**src/rtl/operand_fetch_pkg.sv**
```systemverilog
// operand_fetch_pkg: shared widths, ID/EX bundle and forwarding select encoding
package operand_fetch_pkg;
  localparam int OPF_XLEN = 32;
  localparam int OPF_AW = 5;
  typedef enum logic [1:0] {FWD_RF, FWD_MEM, FWD_WB, FWD_ZERO} fwd_sel_e;
  typedef struct packed {
    logic                valid;
    logic [OPF_XLEN-1:0] rs1_data;
    logic [OPF_XLEN-1:0] rs2_data;
    logic [OPF_AW-1:0]   rd_addr;
    logic                rd_wren;
    logic                is_load;
    logic [OPF_XLEN-1:0] pc;
  } idex_t;
endpackage

```
**src/rtl/operand_fetch_fwd_mux.sv**
```systemverilog
// fwd_mux: resolves one source operand from x0, the MEM writer, the WB writer or the regfile
module fwd_mux import operand_fetch_pkg::*; #(
  parameter int XLEN = OPF_XLEN,
  parameter int AW = OPF_AW
) (
  input  logic [AW-1:0]   addr,
  input  logic [XLEN-1:0] rf_data,
  input  logic [AW-1:0]   mem_addr,
  input  logic            mem_wren,
  input  logic            mem_is_load,
  input  logic [XLEN-1:0] mem_data,
  input  logic [AW-1:0]   wb_addr,
  input  logic            wb_wren,
  input  logic [XLEN-1:0] wb_data,
  output fwd_sel_e        sel,
  output logic [XLEN-1:0] data
);
  // youngest ALU producer wins; load data in MEM is not ready yet
  always_comb begin
    sel = addr == '0 ? FWD_ZERO :
          (mem_wren && !mem_is_load && mem_addr == addr) ? FWD_MEM :
          (wb_wren && wb_addr == addr) ? FWD_WB : FWD_RF;
    data = sel == FWD_MEM ? mem_data : sel == FWD_WB ? wb_data : sel == FWD_RF ? rf_data : '0;
  end
endmodule

```
**src/rtl/operand_fetch.sv**
```systemverilog
// operand_fetch: operand forwarding, hazard stall and ID/EX register; OPFETCH_PERF_EN builds the stall counter
module operand_fetch import operand_fetch_pkg::*; #(
  parameter int XLEN = OPF_XLEN,
  parameter int AW = OPF_AW
) (
  input  logic            clk_i,
  input  logic            rst_i,
  input  logic            id_valid_i,
  input  logic [AW-1:0]   id_rs1_addr_i,
  input  logic [AW-1:0]   id_rs2_addr_i,
  input  logic            id_rs1_use_i,
  input  logic            id_rs2_use_i,
  output logic [AW-1:0]   rs1_addr_o,
  output logic [AW-1:0]   rs2_addr_o,
  input  logic [XLEN-1:0] rs1_data_i,
  input  logic [XLEN-1:0] rs2_data_i,
  input  logic [AW-1:0]   id_rd_addr_i,
  input  logic            id_rd_wren_i,
  input  logic            id_is_load_i,
  input  logic [XLEN-1:0] id_pc_i,
  input  logic [AW-1:0]   mem_rd_addr_i,
  input  logic            mem_rd_wren_i,
  input  logic            mem_is_load_i,
  input  logic [XLEN-1:0] mem_rd_data_i,
  input  logic [AW-1:0]   wb_rd_addr_i,
  input  logic            wb_rd_wren_i,
  input  logic [XLEN-1:0] wb_rd_data_i,
  input  logic            flush_i,
  input  logic            ex_hold_i,
  output logic            stall_o,
  output logic            ex_valid_o,
  output logic [XLEN-1:0] ex_rs1_data_o,
  output logic [XLEN-1:0] ex_rs2_data_o,
  output logic [AW-1:0]   ex_rd_addr_o,
  output logic            ex_rd_wren_o,
  output logic            ex_is_load_o,
  output logic [XLEN-1:0] ex_pc_o,
  output logic [31:0]     perf_stall_cnt_o
);
  idex_t           ex_r;
  fwd_sel_e        sel1, sel2;
  logic [XLEN-1:0] op1, op2;
  logic            hz_ex, hz_mem, hazard;
  assign rs1_addr_o = id_rs1_addr_i;
  assign rs2_addr_o = id_rs2_addr_i;
  fwd_mux #(.XLEN(XLEN), .AW(AW)) u_fwd_rs1 (
    .addr(id_rs1_addr_i), .rf_data(rs1_data_i),
    .mem_addr(mem_rd_addr_i), .mem_wren(mem_rd_wren_i), .mem_is_load(mem_is_load_i), .mem_data(mem_rd_data_i),
    .wb_addr(wb_rd_addr_i), .wb_wren(wb_rd_wren_i), .wb_data(wb_rd_data_i),
    .sel(sel1), .data(op1)
  );
  fwd_mux #(.XLEN(XLEN), .AW(AW)) u_fwd_rs2 (
    .addr(id_rs2_addr_i), .rf_data(rs2_data_i),
    .mem_addr(mem_rd_addr_i), .mem_wren(mem_rd_wren_i), .mem_is_load(mem_is_load_i), .mem_data(mem_rd_data_i),
    .wb_addr(wb_rd_addr_i), .wb_wren(wb_rd_wren_i), .wb_data(wb_rd_data_i),
    .sel(sel2), .data(op2)
  );
  // used non-x0 sources against the EX writer and a load in MEM; reset masks the EX side
  always_comb begin
    hz_ex = !rst_i && ex_r.valid && ex_r.rd_wren &&
            ((id_rs1_use_i && sel1 != FWD_ZERO && id_rs1_addr_i == ex_r.rd_addr) ||
             (id_rs2_use_i && sel2 != FWD_ZERO && id_rs2_addr_i == ex_r.rd_addr));
    hz_mem = mem_rd_wren_i && mem_is_load_i &&
             ((id_rs1_use_i && sel1 != FWD_ZERO && id_rs1_addr_i == mem_rd_addr_i) ||
              (id_rs2_use_i && sel2 != FWD_ZERO && id_rs2_addr_i == mem_rd_addr_i));
    hazard = id_valid_i && (hz_ex || hz_mem);
    stall_o = !flush_i && (ex_hold_i || hazard);
  end
  // ID/EX register: flush and hazard insert a bubble, hold freezes, otherwise capture decode
  always_ff @(posedge clk_i) begin
    if (rst_i) ex_r <= '0;
    else if (flush_i || (!ex_hold_i && hazard)) begin
      ex_r.valid <= 1'b0;
      ex_r.rd_wren <= 1'b0;
      ex_r.is_load <= 1'b0;
    end else if (!ex_hold_i) ex_r <= '{valid: id_valid_i, rs1_data: op1, rs2_data: op2, rd_addr: id_rd_addr_i,
                                       rd_wren: id_valid_i && id_rd_wren_i, is_load: id_valid_i && id_is_load_i,
                                       pc: id_pc_i};
  end
  assign ex_valid_o = ex_r.valid;
  assign ex_rs1_data_o = ex_r.rs1_data;
  assign ex_rs2_data_o = ex_r.rs2_data;
  assign ex_rd_addr_o = ex_r.rd_addr;
  assign ex_rd_wren_o = ex_r.rd_wren;
  assign ex_is_load_o = ex_r.is_load;
  assign ex_pc_o = ex_r.pc;
`ifdef OPFETCH_PERF_EN
  logic [31:0] perf_cnt;
  // counts hazard bubbles only, saturating at all ones
  always_ff @(posedge clk_i) begin
    if (rst_i) perf_cnt <= '0;
    else if (!flush_i && !ex_hold_i && hazard && perf_cnt != '1) perf_cnt <= perf_cnt + 32'd1;
  end
  assign perf_stall_cnt_o = perf_cnt;
`else
  assign perf_stall_cnt_o = '0;
`endif
endmodule

```
**config.mk**
```make
export PLATFORM = sky130hd
export DESIGN_NAME = operand_fetch
export DESIGN_NICKNAME = d
export VERILOG_FILES = /design/src/rtl/operand_fetch_pkg.sv /design/src/rtl/operand_fetch_fwd_mux.sv /design/src/rtl/operand_fetch.sv
export SDC_FILE = /design/constraint.sdc
export NUM_CORES = 1
export LEC_CHECK = 0
export CORE_MARGIN = 4
export CORE_UTILIZATION = 40
export CTS_CLUSTER_SIZE = 25
export DETAILED_ROUTE_END_ITERATION = 8
export PLACE_DENSITY_LB_ADDON = 0.08
export SLEW_MARGIN = 40
export SYNTH_ARGS = -nofsm -noshare
export SYNTH_HDL_FRONTEND = slang
export SYNTH_SLANG_ARGS = --single-unit
```
**constraint.sdc**
```tcl
create_clock -name clk_i -period 2.85 [get_ports clk_i]
set_input_delay 0.7125 -clock clk_i [delete_from_list [all_inputs] [get_ports clk_i]]
set_output_delay 0.7125 -clock clk_i [all_outputs]
set_load 0.05 [all_outputs]
```
# Word-level counts from Yosys, hierarchy flattened

Cells that the tools add are included.

Flip-flop bits (word level): 104
Input port bits: 197

Eq/ne operators: 14
Muxes and demuxes: 12
Bitwise logic cells: 2
Reduce and logical (&&, ||, !) cells: 36

Operators with widths:

| kind                                                | number |
|---|---|
| 2-to-1 mux 32 bit                                   | 6 |
| equality test 5 bit                                 | 8 |
| logical AND 1 bit                                   | 21 |
| 2-to-1 mux 2 bit                                    | 6 |
| logical NOT 5 bit                                   | 2 |
| logical OR 1 bit                                    | 5 |
| equality test 2 x 1 -> 1 bit, second input constant | 2 |
| equality test 2 bit, second input constant          | 2 |
| logical NOT 1 bit                                   | 4 |
| logical NOT 2 bit                                   | 2 |
| != test 2 bit, second input constant                | 2 |
| inverter 1 bit                                      | 2 |
| AND reduction 2 bit                                 | 1 |
| OR reduction 2 bit                                  | 1 |

# Depth between registers and ports, before layout

Gate-level depths: netlist (run 1).

Depth in word-level cells: 16
Depth in mapped cells: 8
Depth with buffers taken out: 6

# Hierarchy

From an unflattened synthesis (run 1), not the netlist that was laid out.

Cell total of the unflattened synthesis: 1,064
Area, all modules: 8,719.6 µm²

By module, submodules not included:

| module        | instances | cells an instance | area each (µm²) |
|---|---|---|---|
| operand_fetch | 1         | 528               | 5,293.8 |
| fwd_mux       | 2         | 268               | 1,712.9 |

# Worst setup path before layout (run 1)

OpenSTA, ideal clock, no wires.

Kind: input port to output port
From: input port mem_rd_addr_i[4]
To: output port stall_o
Data arrival time: 2,424 ps
Data required time: 2,138 ps
Slack: -287 ps
Cell stages on the path: 5
Path buffers: 0
Path through: xor2_1 > nand4b_1 > nor4_1 > nor3_1 > o22ai_1

Cells in the longest elaborated chain, start to end: 13

Ends and longest elaborated chain:

| element                                                   | line                                                                  | text |
|---|---|---|
| start: declaration                                        | operand_fetch.sv:21                                                   | `input logic [AW-1:0] mem_rd_addr_i,` |
| equality test 5 bit, on equally long branches             | operand_fetch_fwd_mux.sv:21, operand_fetch.sv:64, operand_fetch.sv:65 |  |
| logical AND 1 bit                                         | operand_fetch_fwd_mux.sv:21                                           | `(mem_wren && !mem_is_load && mem_addr == addr) ? FWD_MEM :` |
| 2-to-1 mux 2 bit                                          | operand_fetch_fwd_mux.sv:21                                           |  |
| 2-to-1 mux 2 bit                                          | operand_fetch_fwd_mux.sv:20                                           | `sel = addr == '0 ? FWD_ZERO :` |
| != test 2 bit, on equally long branches                   | --                                                                    |  |
| logical AND 1 bit, on equally long branches (2 in series) | --                                                                    |  |
| logical OR 1 bit, on equally long branches                | operand_fetch.sv:61, operand_fetch.sv:64                              |  |
| logical AND 1 bit, on equally long branches               | operand_fetch.sv:60, operand_fetch.sv:63                              |  |
| logical OR 1 bit *                                        | operand_fetch.sv:66                                                   | `hazard = id_valid_i && (hz_ex \|\| hz_mem);` |
| logical AND 1 bit *                                       | operand_fetch.sv:66                                                   |  |
| logical OR 1 bit *                                        | operand_fetch.sv:67                                                   | `stall_o = !flush_i && (ex_hold_i \|\| hazard);` |
| logical AND 1 bit *                                       | operand_fetch.sv:67                                                   |  |
| end: declaration                                          | operand_fetch.sv:30                                                   | `output logic stall_o,` |

Every way passes the cells marked *; elsewhere a longest branch is shown, timed or not.

# Final worst setup path (run 1)

From: input port id_rs1_addr_i[4]
To: output port stall_o

Cells in the longest elaborated chain, start to end: 14

Ends and longest elaborated chain:

| element                                     | line                                     | text |
|---|---|---|
| start: declaration                          | operand_fetch.sv:9                       | `input logic [AW-1:0] id_rs1_addr_i,` |
| equality test 5 bit                         | operand_fetch_fwd_mux.sv:22              | `(wb_wren && wb_addr == addr) ? FWD_WB : FWD_RF;` |
| logical AND 1 bit                           | operand_fetch_fwd_mux.sv:22              |  |
| 2-to-1 mux 2 bit                            | operand_fetch_fwd_mux.sv:22              |  |
| 2-to-1 mux 2 bit                            | operand_fetch_fwd_mux.sv:21              |  |
| 2-to-1 mux 2 bit                            | operand_fetch_fwd_mux.sv:20              |  |
| != test 2 bit                               | operand_fetch.sv:61, operand_fetch.sv:64 |  |
| logical AND 1 bit                           | operand_fetch.sv:61, operand_fetch.sv:64 |  |
| logical AND 1 bit, on equally long branches | operand_fetch.sv:61, operand_fetch.sv:64 |  |
| logical OR 1 bit, on equally long branches  | operand_fetch.sv:61, operand_fetch.sv:64 |  |
| logical AND 1 bit, on equally long branches | operand_fetch.sv:60, operand_fetch.sv:63 |  |
| logical OR 1 bit *                          | operand_fetch.sv:66                      |  |
| logical AND 1 bit *                         | operand_fetch.sv:66                      |  |
| logical OR 1 bit *                          | operand_fetch.sv:67                      |  |
| logical AND 1 bit *                         | operand_fetch.sv:67                      |  |

Marked as above.

==> results of run 1 <==
## sequential cells by signal, summed over array words and instances (netlist names)
name,flops
ex_rd_addr_o,5
ex_is_load_o,1
ex_pc_o,32
ex_rs2_data_o,32
ex_valid_o,1
ex_rs1_data_o,32
ex_rd_wren_o,1
## tightest hold or removal path, stage by stage, from the launching register on
cell and delay (ns):
sky130_fd_sc_hd__dfxtp_1 0.31, sky130_fd_sc_hd__nand2b_1 0.06, sky130_fd_sc_hd__mux2i_1 0.05
## how the worst min path moves through the flow
stage            startpoint            to  slack, ns  depth (start not counted)
6_report        ex_pc_o[23]   ex_pc_o[23]       0.47                          2
5_1_grt         ex_pc_o[15]   ex_pc_o[15]       0.49                          2
4_1_cts         ex_pc_o[23]   ex_pc_o[23]       0.48                          2
3_5_place_dp    ex_pc_o[23]   ex_pc_o[23]       0.47                          2
3_3_place_gp   ex_is_load_o  ex_is_load_o       0.46                          1
2_1_floorplan    ex_pc_o[0]    ex_pc_o[0]       0.69                          2
## what timing repair did
item                       4_1_cts  5_1_grt
resized for setup               34       44
hold buffers                     0        0
buffers inserted                 2       11
setup endpoints to repair       65        3
pin swaps                       10       16
## power breakdown
part,internal (uW),switching [uW]
Sequential,1530,42.8
Clock,687,570
Combinational,666,735
## cells in the final DEF, fill, tap and decap left out, drive strengths merged, types with 2 or more instances in the layout
master / count
clkdlybuf4s50: 280
dfxtp: 104
mux2i: 101
nand2b: 75
buf: 70
nor2b: 65
a21oi: 65
o21ai: 64
mux2: 64
conb: 32
xnor2: 21
clkbuf: 16
xor2: 9
dlymetal6s2s: 8
nand2: 6
nor4: 6
nor2: 5
inv: 3
or3: 3
clkinv: 3
or4: 2
nand4: 2
nand3: 2
and3: 2
a32o: 2
nor3: 2
## kinds of logic (layout without fill, tap and decap cells)
group	count (synthesis)	in the layout	synth area share
DFF	104	104	0.311
xor gates and xnor gates	30	30	0.0392
other	1	33	0.000559
buffers and inverters	98	383	0.0890
and+or+nand+nor	173	173	0.158
muxes	165	165	0.292
AOI/OAI and AO/OA	136	136	0.110
## final cells by class
type	instances	area, um2	area share
tap	220	275	0.0256
multi-input combinational	536	4300	0.399
clock buffer	10	229	0.0213
clock inverter	6	68.8	0.00639
timing repair buffer	365	3800	0.353
sequential	104	2080	0.193
antenna	1	2.50	0.000232
inverter	2	7.51	0.000697
## through the flow
step,power [uW],cell area (um2)
6_report,4230,10800
5_1_grt,4420,10800
4_1_cts,4260,10600
3_5_place_dp,2980,10200
3_3_place_gp,2980,10200
2_1_floorplan,2420,6840
## per-layer routing
layer / routed length [um] / share of wire / up-vias
met5: 0 / 0 / -
met4: 556 / 0.026 / 0
met3: 1750 / 0.082 / 30
met2: 10600 / 0.50 / 217
met1: 8380 / 0.39 / 2746
li1: - / - / 2988
==> metrics.md, run 1 <==
| Metric | Value |
|---|---|
| Result of the run | `finished with violations` |
| Violated checks | `setup timing` |
| Tightest hold margin | `0.471 ns` |
| Routed WL per cell | `17.1 um` |
| Utilization after layout | `0.651` |
| Number of buffers inserted during clock tree synthesis | `9` |
| Crit Path Max Fanout | `2` |
| Required arrival time at the worst endpoint | `2.14 ns` |
| Post-synth top flop | `sky130_fd_sc_hd__dfxtp_1` |
| VDD IR max | `0.314 mV` |
| Number of pins exceeding their max-slew limit in the final report | `0` |
| Max-cap viol count | `0` |
| Starting DRT DRC Count | `202` |
| Post-detailed-placement half-perimeter wirelength | `16000 um` |
| Classification of the worst setup path | `in2out` |
| Avg Inst Size Synth | `9.48 um2` |
| Count of TritonRoute iterations in the first routing pass | `4` |
| Final setup skew | `0.00524 ns` |
| Inst Count DP | `1216` |
| Insertion delay of the later-clocked pin in the worst-skew pair | `0.35 ns` |
| Initial standard-cell utilization of the core | `0.406` |
| Depth of the CTS H-tree | `3` |
| Post-layout instance count excluding filler cells | `1244` |
| Worst path depth | `8` |
| Count of filler cells inserted in the layout | `1418` |
| Number of buffers inserted by port buffering | `311` |
| Leakage component of the power | `0.00422 uW` |
| Final critical-path share of the clock period | `1.01` |
| Total detailed-routing wirelength | `21300 um` |
| Peak clock frequency supported by timing | `346 MHz` |
| Floorplan die area | `18900 um2` |
| Maximum number of pins on one net before global-route repair | `98` |
| Clock sink total | `104` |
| Final estimated routing congestion in global placement | `0.899` |
| Critical R2R Capture | `ex_rs2_data_o[3]` |
| Slowest cell on crit path | `sky130_fd_sc_hd__or4_4` |
| Final setup vio count | `1` |
| Relative area change from synthesis to final layout | `60.6%` |
| Met3 usage in global routing | `0.0621` |
| YS warnings | `0` |
| CTS tree | `yes` |
| Path depth of the worst reg2reg path | `8` |
| DRC viols | `0` |
| Antenna violations before repair | `1` |
| Actual slew at the worst max-slew pin | `0.741 ns` |
| Per-cell via count in the routed design | `4.81` |
| Number of antenna-violating nets in the routed design | `0` |
| GR Util met1 | `0.250` |
| Buffers from clock root to sink, at most | `2` |
| Most repeated cell in the gate-level netlist after synthesis | `sky130_fd_sc_hd__dfxtp_1` |
| Yosys reg bits | `104` |
| Met2 GRT Util | `0.373` |
| Async SR Flop Fraction | `0` |
| Die Span Y | `137 um` |
| Most common library cells after synthesis | `104 x sky130_fd_sc_hd__dfxtp_1, 101 x sky130_fd_sc_hd__mux2i_1, 75 x sky130_fd_sc_hd__nand2b_1` |
| Library cell used as clock root buffer | `sky130_fd_sc_hd__clkbuf_16` |
| Arr. time, crit path | `2.18 ns` |
| Summed negative setup slack over all endpoints | `-0.0383 ns` |
| RSZ-0062 raised after global routing | `yes` |
| Final critical delay including setup and external delays | `2.89 ns` |
| Cell type group with the largest total delay on the critical path | `simple AND/OR/NAND/NOR gates` |
| Global-route congestion overflow total | `0` |
| Critical path destination | `stall_o` |
| Top cell type by total area after synthesis | `sky130_fd_sc_hd__dfxtp_1` |
| Global-route wire length before repair | `31700 um` |
| Fraction of layout cells with a size suffix above 1 | `0.178` |
| Buffers and inverters on the worst path | `2` |
| Hold violation count in the final report | `0` |
| Post-synthesis instance total | `707` |
| Clock slew at reported path FFs | `0.07 ns` |
| Worst slack, placed | `-0.535 ns` |
| Relative slew margins | `0.506` |
| EDFF count, synth | `0` |
| CP Cell Sequence | `buf_6 -> or4_4 -> nor2_4 -> or3_4 -> a21oi_4 -> nor3_4 -> o22ai_4 -> buf_8` |
| Layer with the highest usage | `met2` |
| Nature of the critical path endpoint | `output pin` |
| Share of the synthesized area in the top cell type | `0.311` |
| Synth top area cells | `sky130_fd_sc_hd__dfxtp_1 31%, sky130_fd_sc_hd__mux2i_1 15%, sky130_fd_sc_hd__mux2_4 13%` |
| Netlist cell types | `35` |
| Hold WC Path Type | `reg2reg` |
| Vias | `5981` |
| Crit Reg-Reg Startpoint | `ex_rd_addr_o[4]` |
| I/O pin count | `344` |
| Width of the die | `137 um` |
| Overall fraction of global-route tracks in use | `0.214` |
| Fraction of the yosys area taken by sequential cells | `0.311` |
| Number of standard-cell rows in the floorplan | `47` |
| Startpoint kind of the worst setup timing path | `primary input` |
| Post-Synthesis Cell Area | `6700 um2` |
| Vias in the first global route | `5996` |
| Placeable core region | `16500 um2` |
| Number of nets in the finished design | `1215` |
| Total power density per cell area | `393 nW/um2` |
| Setup slack on the worst flop-to-flop path | `0.28 ns` |
| Setup crit start | `id_rs1_addr_i[4]` |
| Setup ws final | `-0.0383 ns` |
| Delay of the slowest cell on the worst path | `0.54 ns` |
Power figures use the tool's default switching activity.
==> run 2: changes to the inputs <==
Settings changed: CORE_UTILIZATION 40 to 41.
==> metrics.md, run 2 (synthesis results as in run 1) <==
| Metric | Value |
|---|---|
| Arr. time, crit path | `2.17 ns (was 2.18 ns)` |
| Max-cap viol count | `0 (unchanged)` |
| Slowest cell on crit path | `sky130_fd_sc_hd__or4_4 (unchanged)` |
| Final estimated routing congestion in global placement | `0.926 (was 0.899)` |
| Clock slew at reported path FFs | `0.07 ns (about the same)` |
| Clock sink total | `104 (unchanged)` |
| Logic pwr share | `0.334 (was 0.331)` |
| Final setup skew | `0.0145 ns (was 0.00524 ns)` |
| Crit Path Max Fanout | `3 (was 2)` |
| Vias | `6049 (was 5981)` |
| Number of buffers inserted by port buffering | `311 (unchanged)` |
| Tightest hold margin | `0.472 ns (was 0.471 ns)` |
| Final critical-path share of the clock period | `1.01 (about the same)` |
| Relative slew margins | `0.542 (was 0.506)` |
| Setup slack on the worst flop-to-flop path | `0.22 ns (was 0.28 ns)` |
| Post-layout instance count excluding filler cells | `1248 (was 1244)` |
| Relative area change from synthesis to final layout | `61.3% (was 60.6%)` |
| Leakage component of the power | `0.00421 uW (was 0.00422 uW)` |
| Inst Count DP | `1221 (was 1216)` |
| Reg area | `2080 um2 (unchanged)` |
| Total power density per cell area | `393 nW/um2 (about the same)` |
| Violated checks | `setup timing (unchanged)` |
| Most frequent cell on the critical path | `sky130_fd_sc_hd__buf_6` |
| Net switching component of the power | `1360 uW (was 1350 uW)` |
| Number of standard-cell rows in the floorplan | `46 (was 47)` |
| Maximum number of pins on one net before global-route repair | `112 (was 98)` |
| Top routing layer used | `met4 (unchanged)` |
| Number of pins exceeding their max-slew limit in the final report | `0 (unchanged)` |
| Width of the die | `136 um (was 137 um)` |
| Library cell used as clock root buffer | `sky130_fd_sc_hd__clkbuf_16 (unchanged)` |
| Total chip power | `4250 uW (was 4230 uW)` |
| Delay of the slowest cell on the worst path | `0.54 ns (about the same)` |
| Routed met3 length | `1800 um (was 1750 um)` |
| Metal2 WL | `10700 um (was 10600 um)` |
| Post-place instance area | `10300 um2 (was 10200 um2)` |
| I/O pin count | `344 (unchanged)` |
| Number of antenna-violating nets in the routed design | `0 (unchanged)` |
| Overall fraction of global-route tracks in use | `0.226 (was 0.214)` |
| Startpoint kind of the worst setup timing path | `primary input (unchanged)` |
| Global-route congestion overflow total | `0 (unchanged)` |
| CP Cell Sequence | `buf_8 -> or4_4 -> nor2_4 -> buf_6 -> nor4_4 -> nor3_4 -> o22ai_4 -> buf_6 (was buf_6 -> or4_4 -> nor2_4 -> or3_4 -> a21oi_4 -> nor3_4 -> o22ai_4 -> buf_8)` |
| Number of buffers inserted during clock tree synthesis | `9 (unchanged)` |
| Starting DRT DRC Count | `221 (was 202)` |
| Peak clock frequency supported by timing | `347 MHz (was 346 MHz)` |
| Detailed-routing wirelength on met1 | `8780 um (was 8380 um)` |
| Vias in the first global route | `6067 (was 5996)` |
| Fraction of layout cells with a size suffix above 1 | `0.184 (was 0.178)` |
| Die Span Y | `136 um (was 137 um)` |
| Actual slew at the worst max-slew pin | `0.687 ns (was 0.741 ns)` |
| Post-detailed-placement half-perimeter wirelength | `16500 um (was 16000 um)` |
| Cell-internal power | `2890 uW (was 2880 uW)` |
| Cell type group with the largest total delay on the critical path | `simple AND/OR/NAND/NOR gates (unchanged)` |
| Hold buffer count at cts | `0 (unchanged)` |
| Result of the run | `finished with violations (unchanged)` |
| Antenna violations before repair | `2 (was 1)` |
| Final setup vio count | `1 (unchanged)` |
| Depth of the CTS H-tree | `3 (unchanged)` |
| Routed WL per cell | `17.6 um (was 17.1 um)` |
| DRC viols | `0 (unchanged)` |
| Placeable core region | `15900 um2 (was 16500 um2)` |
| Post-route design area | `10800 um2 (about the same)` |
| Area taken by multi-input logic gates | `4320 um2 (was 4300 um2)` |
| Count of TritonRoute iterations in the first routing pass | `4 (unchanged)` |
| VDD IR max | `0.258 mV (was 0.314 mV)` |
| Number of nets in the finished design | `1222 (was 1215)` |
| Initial standard-cell utilization of the core | `0.420 (was 0.406)` |
| Count of filler cells inserted in the layout | `1326 (was 1418)` |
| Per-cell via count in the routed design | `4.85 (was 4.81)` |
| Required arrival time at the worst endpoint | `2.14 ns (about the same)` |
| Hold WC Path Type | `reg2reg (unchanged)` |
| Summed negative setup slack over all endpoints | `-0.0325 ns (was -0.0383 ns)` |
| Total detailed-routing wirelength | `22000 um (was 21300 um)` |
| Sequential share of power | `0.370 (was 0.372)` |
| Proportion of power drawn by the clock network | `0.296 (was 0.297)` |
| Final critical delay including setup and external delays | `2.88 ns (was 2.89 ns)` |
| Global-route wire length before repair | `32800 um (was 31700 um)` |
| Switching part of the total | `0.319 (about the same)` |
| CTS tree | `yes (unchanged)` |
| Classification of the worst setup path | `in2out (unchanged)` |
| Nature of the critical path endpoint | `output pin (unchanged)` |
| Commonest non-fill, non-tap cell in the layout | `sky130_fd_sc_hd__clkdlybuf4s50_1 (unchanged)` |
| Buffers and inverters on the worst path | `3 (was 2)` |
| Commonest non-fill, non-tap cells in the layout | `283 x sky130_fd_sc_hd__clkdlybuf4s50_1, 104 x sky130_fd_sc_hd__dfxtp_1, 101 x sky130_fd_sc_hd__mux2i_1, 75 x sky130_fd_sc_hd__nand2b_1, 65 x sky130_fd_sc_hd__nor2b_1 (was 280 x sky130_fd_sc_hd__clkdlybuf4s50_1, 104 x sky130_fd_sc_hd__dfxtp_1, 101 x sky130_fd_sc_hd__mux2i_1, 75 x sky130_fd_sc_hd__nand2b_1, 65 x sky130_fd_sc_hd__nor2b_1)` |
| Hold violation count in the final report | `0 (unchanged)` |
| RSZ-0062 raised after global routing | `yes (unchanged)` |
| Insertion delay of the later-clocked pin in the worst-skew pair | `0.35 ns (about the same)` |
| Buffers from clock root to sink, at most | `2 (unchanged)` |
| Floorplan die area | `18500 um2 (was 18900 um2)` |
| Setup ws final | `-0.0325 ns (was -0.0383 ns)` |
[run 2: cell types whose count changed in the layout (fill, tap and decap cells not counted), moves of 3 or more]
cell,previous run,this run
sky130_fd_sc_hd__buf_2,1,5
sky130_fd_sc_hd__buf_6,11,6
sky130_fd_sc_hd__dlygate4sd2_1,1,4
sky130_fd_sc_hd__buf_4,34,45
sky130_fd_sc_hd__clkdlybuf4s50_1,280,283
sky130_fd_sc_hd__clkbuf_2,6,1
sky130_fd_sc_hd__dlymetal6s2s_1,8,2
[run 2: through the flow]
step | util | worst slack (ns)
final | 0.678 | -0.0325
after detailed placement | 0.646 | -0.606
after global routing | 0.678 | -0.0932
after floorplan | - | 0.0204
after CTS | 0.673 | -0.0678
after global placement | 0.646 | -0.557
[run 2: routing by layer]
| layer | global-route usage | vias up |
|---|---|---|
| li1 | - | 3015 |
| met1 | 0.266 | 2772 |
| met2 | 0.391 | 221 |
| met3 | 0.0581 | 41 |
| met4 | 0.0969 | 0 |
| met5 | 0 | - |
[run 2: worst reg2reg max path, stage by stage (launching register included)]
cell	delay, ns
sky130_fd_sc_hd__dfxtp_1	0.51
sky130_fd_sc_hd__xnor2_2	0.16
sky130_fd_sc_hd__nand4_1	0.13
sky130_fd_sc_hd__buf_4	0.16
sky130_fd_sc_hd__buf_4	0.12
sky130_fd_sc_hd__buf_4	0.12
sky130_fd_sc_hd__nor4_1	0.41
sky130_fd_sc_hd__o31ai_4	0.11
sky130_fd_sc_hd__o311ai_4	0.10
sky130_fd_sc_hd__buf_12	0.19
sky130_fd_sc_hd__buf_12	0.19
sky130_fd_sc_hd__mux2_4	0.32
[run 2: area by class of cell]
| class | instances | area share |
|---|---|---|
| Inverter | 2 | 0.000694 |
| Sequential cell | 104 | 0.193 |
| Antenna cell | 2 | 0.000463 |
| Timing Repair Buffer | 372 | 0.355 |
| Multi-Input combinational cell | 536 | 0.399 |
| Clock buffer | 10 | 0.0212 |
| Tap cell | 216 | 0.0250 |
| Clock inverter | 6 | 0.00613 |
[run 2: power by group through the flow]
stage                     registers [uW]  logic (uW)  clock network [uW]
after floorplan                     1870         549                   0
after global placement              1600        1390                   0
after detailed placement            1600        1400                   0
after CTS                           1570        1410                1300
after global routing                1580        1490                1350
final                               1570        1420                1260
[run 2: timing repair]
action | 4_1_cts | 5_1_grt
endpoints found under the setup margin | 65 | 1
pin swaps | 15 | 10
endpoints found under the hold margin | 0 | 0
setup buffers | 7 | 2
gates resized for setup | 66 | 14
[run 2: worst paths after layout]
| path | startpoint | cells after the start | end |
|---|---|---|---|
| setup / recovery | id_rs1_addr_i[4] | 8 | stall_o |
| hold reg to reg | ex_pc_o[21] | 2 | ex_pc_o[21] |
| setup reg to reg | ex_rd_addr_o[2] | 11 | ex_rs1_data_o[24] |
| hold / removal | ex_pc_o[21] | 2 | ex_pc_o[21] |
==> run 3: changes to the inputs <==
Settings changed: SLEW_MARGIN 40 to 30.
==> metrics.md, run 3 (synthesis results as in run 1) <==
| Metric | Value |
|---|---|
| Proportion of power drawn by the clock network | `0.303 (was 0.296)` |
| RSZ-0062 raised after global routing | `yes (unchanged)` |
| Per-cell via count in the routed design | `4.89 (was 4.85)` |
| Global-route wire length before repair | `33200 um (was 32800 um)` |
| Result of the run | `finished with violations (unchanged)` |
| Placeable core region | `15900 um2 (unchanged)` |
| Cell type group with the largest total delay on the critical path | `simple AND/OR/NAND/NOR gates (unchanged)` |
| Post-layout instance count excluding filler cells | `1253 (was 1248)` |
| Antenna violations before repair | `3 (was 2)` |
| Startpoint kind of the worst setup timing path | `primary input (unchanged)` |
| Final setup vio count | `1 (unchanged)` |
| Inst Count DP | `1221 (unchanged)` |
| Overall fraction of global-route tracks in use | `0.230 (was 0.226)` |
| Post-route design area | `10900 um2 (was 10800 um2)` |
| Actual slew at the worst max-slew pin | `0.682 ns (was 0.687 ns)` |
| Number of pins exceeding their max-slew limit in the final report | `0 (unchanged)` |
| Number of buffers inserted by port buffering | `311 (unchanged)` |
| Total detailed-routing wirelength | `22300 um (was 22000 um)` |
| Leakage component of the power | `0.00427 uW (was 0.00421 uW)` |
| Final estimated routing congestion in global placement | `0.926 (unchanged)` |
| Hold violation count in the final report | `0 (unchanged)` |
| VDD IR max | `0.272 mV (was 0.258 mV)` |
| Clock slew at reported path FFs | `0.08 ns (was 0.07 ns)` |
| Library cell used as clock root buffer | `sky130_fd_sc_hd__clkbuf_16 (unchanged)` |
| Die Span Y | `136 um (unchanged)` |
| Number of standard-cell rows in the floorplan | `46 (unchanged)` |
| Width of the die | `136 um (unchanged)` |
| Final setup skew | `0.0160 ns (was 0.0145 ns)` |
| Classification of the worst setup path | `in2out (unchanged)` |
| Total power density per cell area | `396 nW/um2 (was 393 nW/um2)` |
| Buffers and inverters on the worst path | `3 (unchanged)` |
| Switching part of the total | `0.325 (was 0.319)` |
| CTS tree | `yes (unchanged)` |
| Global-route congestion overflow total | `0 (unchanged)` |
| Setup ws final | `-0.109 ns (was -0.0325 ns)` |
| Arr. time, crit path | `2.25 ns (was 2.17 ns)` |
| Vias | `6128 (was 6049)` |
| Fraction of layout cells with a size suffix above 1 | `0.190 (was 0.184)` |
| Violated checks | `setup timing (unchanged)` |
| Summed negative setup slack over all endpoints | `-0.109 ns (was -0.0325 ns)` |
| Commonest non-fill, non-tap cells in the layout | `281 x sky130_fd_sc_hd__clkdlybuf4s50_1, 104 x sky130_fd_sc_hd__dfxtp_1, 101 x sky130_fd_sc_hd__mux2i_1, 75 x sky130_fd_sc_hd__nand2b_1, 65 x sky130_fd_sc_hd__nor2b_1 (was 283 x sky130_fd_sc_hd__clkdlybuf4s50_1, 104 x sky130_fd_sc_hd__dfxtp_1, 101 x sky130_fd_sc_hd__mux2i_1, 75 x sky130_fd_sc_hd__nand2b_1, 65 x sky130_fd_sc_hd__nor2b_1)` |
| Crit Path Max Fanout | `3 (unchanged)` |
| Maximum number of pins on one net before global-route repair | `112 (unchanged)` |
| Required arrival time at the worst endpoint | `2.14 ns (about the same)` |
| Count of TritonRoute iterations in the first routing pass | `5 (was 4)` |
| Commonest non-fill, non-tap cell in the layout | `sky130_fd_sc_hd__clkdlybuf4s50_1 (unchanged)` |
| Routed WL per cell | `17.8 um (was 17.6 um)` |
| Final critical delay including setup and external delays | `2.96 ns (was 2.88 ns)` |
| Logic pwr share | `0.332 (was 0.334)` |
| DRC viols | `0 (unchanged)` |
| Final critical-path share of the clock period | `1.04 (was 1.01)` |
| Cell-internal power | `2910 uW (was 2890 uW)` |
| Net switching component of the power | `1400 uW (was 1360 uW)` |
| Post-place instance area | `10300 um2 (about the same)` |
| Sequential share of power | `0.365 (was 0.370)` |
| Number of buffers inserted during clock tree synthesis | `9 (unchanged)` |
| Slowest cell on crit path | `sky130_fd_sc_hd__or3_4 (was sky130_fd_sc_hd__or4_4)` |
| Worst slack, placed | `-0.606 ns (about the same)` |
| Max-cap viol count | `0 (unchanged)` |
| Relative area change from synthesis to final layout | `62.4% (was 61.3%)` |
| Peak clock frequency supported by timing | `338 MHz (was 347 MHz)` |
| Buffers from clock root to sink, at most | `2 (unchanged)` |
| Nature of the critical path endpoint | `output pin (unchanged)` |
| Initial standard-cell utilization of the core | `0.420 (unchanged)` |
| Number of antenna-violating nets in the routed design | `0 (unchanged)` |
| Starting DRT DRC Count | `209 (was 221)` |
| Relative slew margins | `0.545 (was 0.542)` |
| Vias in the first global route | `6134 (was 6067)` |
| Delay of the slowest cell on the worst path | `0.44 ns (was 0.54 ns)` |
| Hold WC Path Type | `reg2reg (unchanged)` |
| Number of nets in the finished design | `1226 (was 1222)` |
| Depth of the CTS H-tree | `3 (unchanged)` |
| Floorplan die area | `18500 um2 (unchanged)` |
| Insertion delay of the later-clocked pin in the worst-skew pair | `0.36 ns (was 0.35 ns)` |
| CP Cell Sequence | `buf_2 -> buf_4 -> xnor2_2 -> nand2_1 -> or3_4 -> a21oi_4 -> nor3_4 -> o22ai_4 -> buf_6 (was buf_8 -> or4_4 -> nor2_4 -> buf_6 -> nor4_4 -> nor3_4 -> o22ai_4 -> buf_6)` |
| Clock sink total | `104 (unchanged)` |
| I/O pin count | `344 (unchanged)` |
| Post-detailed-placement half-perimeter wirelength | `16500 um (about the same)` |
-- run 3: changes by cell type in the layout (fill, tap and decap cells not counted), moves of 2 or more --
cell / delta
sky130_fd_sc_hd__buf_2: -2
sky130_fd_sc_hd__buf_6: +5
sky130_fd_sc_hd__clkdlybuf4s50_1: -2
sky130_fd_sc_hd__clkinvlp_4: +2
sky130_fd_sc_hd__dlygate4sd2_1: -2
sky130_fd_sc_hd__dlymetal6s2s_1: +4
sky130_fd_sc_hd__xnor2_2: +2
-- run 3: cell type report --
| class | count | area, um2 |
|---|---|---|
| clock buffer | 9 | 225 |
| fill | 1338 | 5060 |
| inverter | 2 | 7.51 |
| antenna | 3 | 7.51 |
| timing repair buffer | 376 | 3910 |
| multi-input combinational | 536 | 4310 |
| tap | 216 | 270 |
| sequential | 104 | 2080 |
| clock inverter | 7 | 78.8 |
-- run 3: power groups by stage --
stage	Sequential [uW]	Combinational, uW	Clock [uW]
final	1570	1430	1300
after global routing	1580	1510	1400
after CTS	1570	1410	1340
after detailed placement	1600	1400	0
after global placement	1600	1390	0
after floorplan	1870	549	0
-- run 3: worst paths after layout --
path | startpoint | endpoint | slack, ns | cells past startpoint
worst max register to register | ex_rd_addr_o[1] | ex_rs1_data_o[24] | 0.19 | 11
worst min register to register | ex_pc_o[25] | ex_pc_o[25] | 0.47 | 2
worst max-delay path | id_rs2_addr_i[4] | stall_o | -0.11 | 9
worst min-delay path | ex_pc_o[25] | ex_pc_o[25] | 0.47 | 2
-- run 3: layer usage --
metal,track usage,vias to the layer above,share of wire
met1,0.268,2812,0.39
li1,-,3027,-
met3,0.0770,42,0.089
met5,0,-,0
met2,0.393,247,0.49
met4,0.0834,0,0.031
-- run 3: what timing repair did --
item                                    4_1_cts  5_1_grt
buffers inserted                              8        5
pin swaps                                    13       16
cloned                                        0        0
gates resized for setup                      64       27
hold buffers                                  0        0
endpoints found under the setup margin       64        6
-- run 3: metrics by stage --
| step | utilization | hold WS (ns) | total power, uW |
|---|---|---|---|
| final | 0.683 | 0.473 | 4310 |
| after global routing | 0.683 | 0.488 | 4490 |
| after CTS | 0.673 | 0.477 | 4320 |
| after detailed placement | 0.646 | 0.461 | 3000 |
| after global placement | 0.646 | 0.454 | 2990 |
| after floorplan | - | 0.693 | 2420 |
-- run 3: tightest hold or removal path: cells and delay by family (launching register included) --
kind | cells | cell delay (ns)
DFF | 1 | 0.32
and+or+nand+nor | 1 | 0.06
muxes | 1 | 0.05
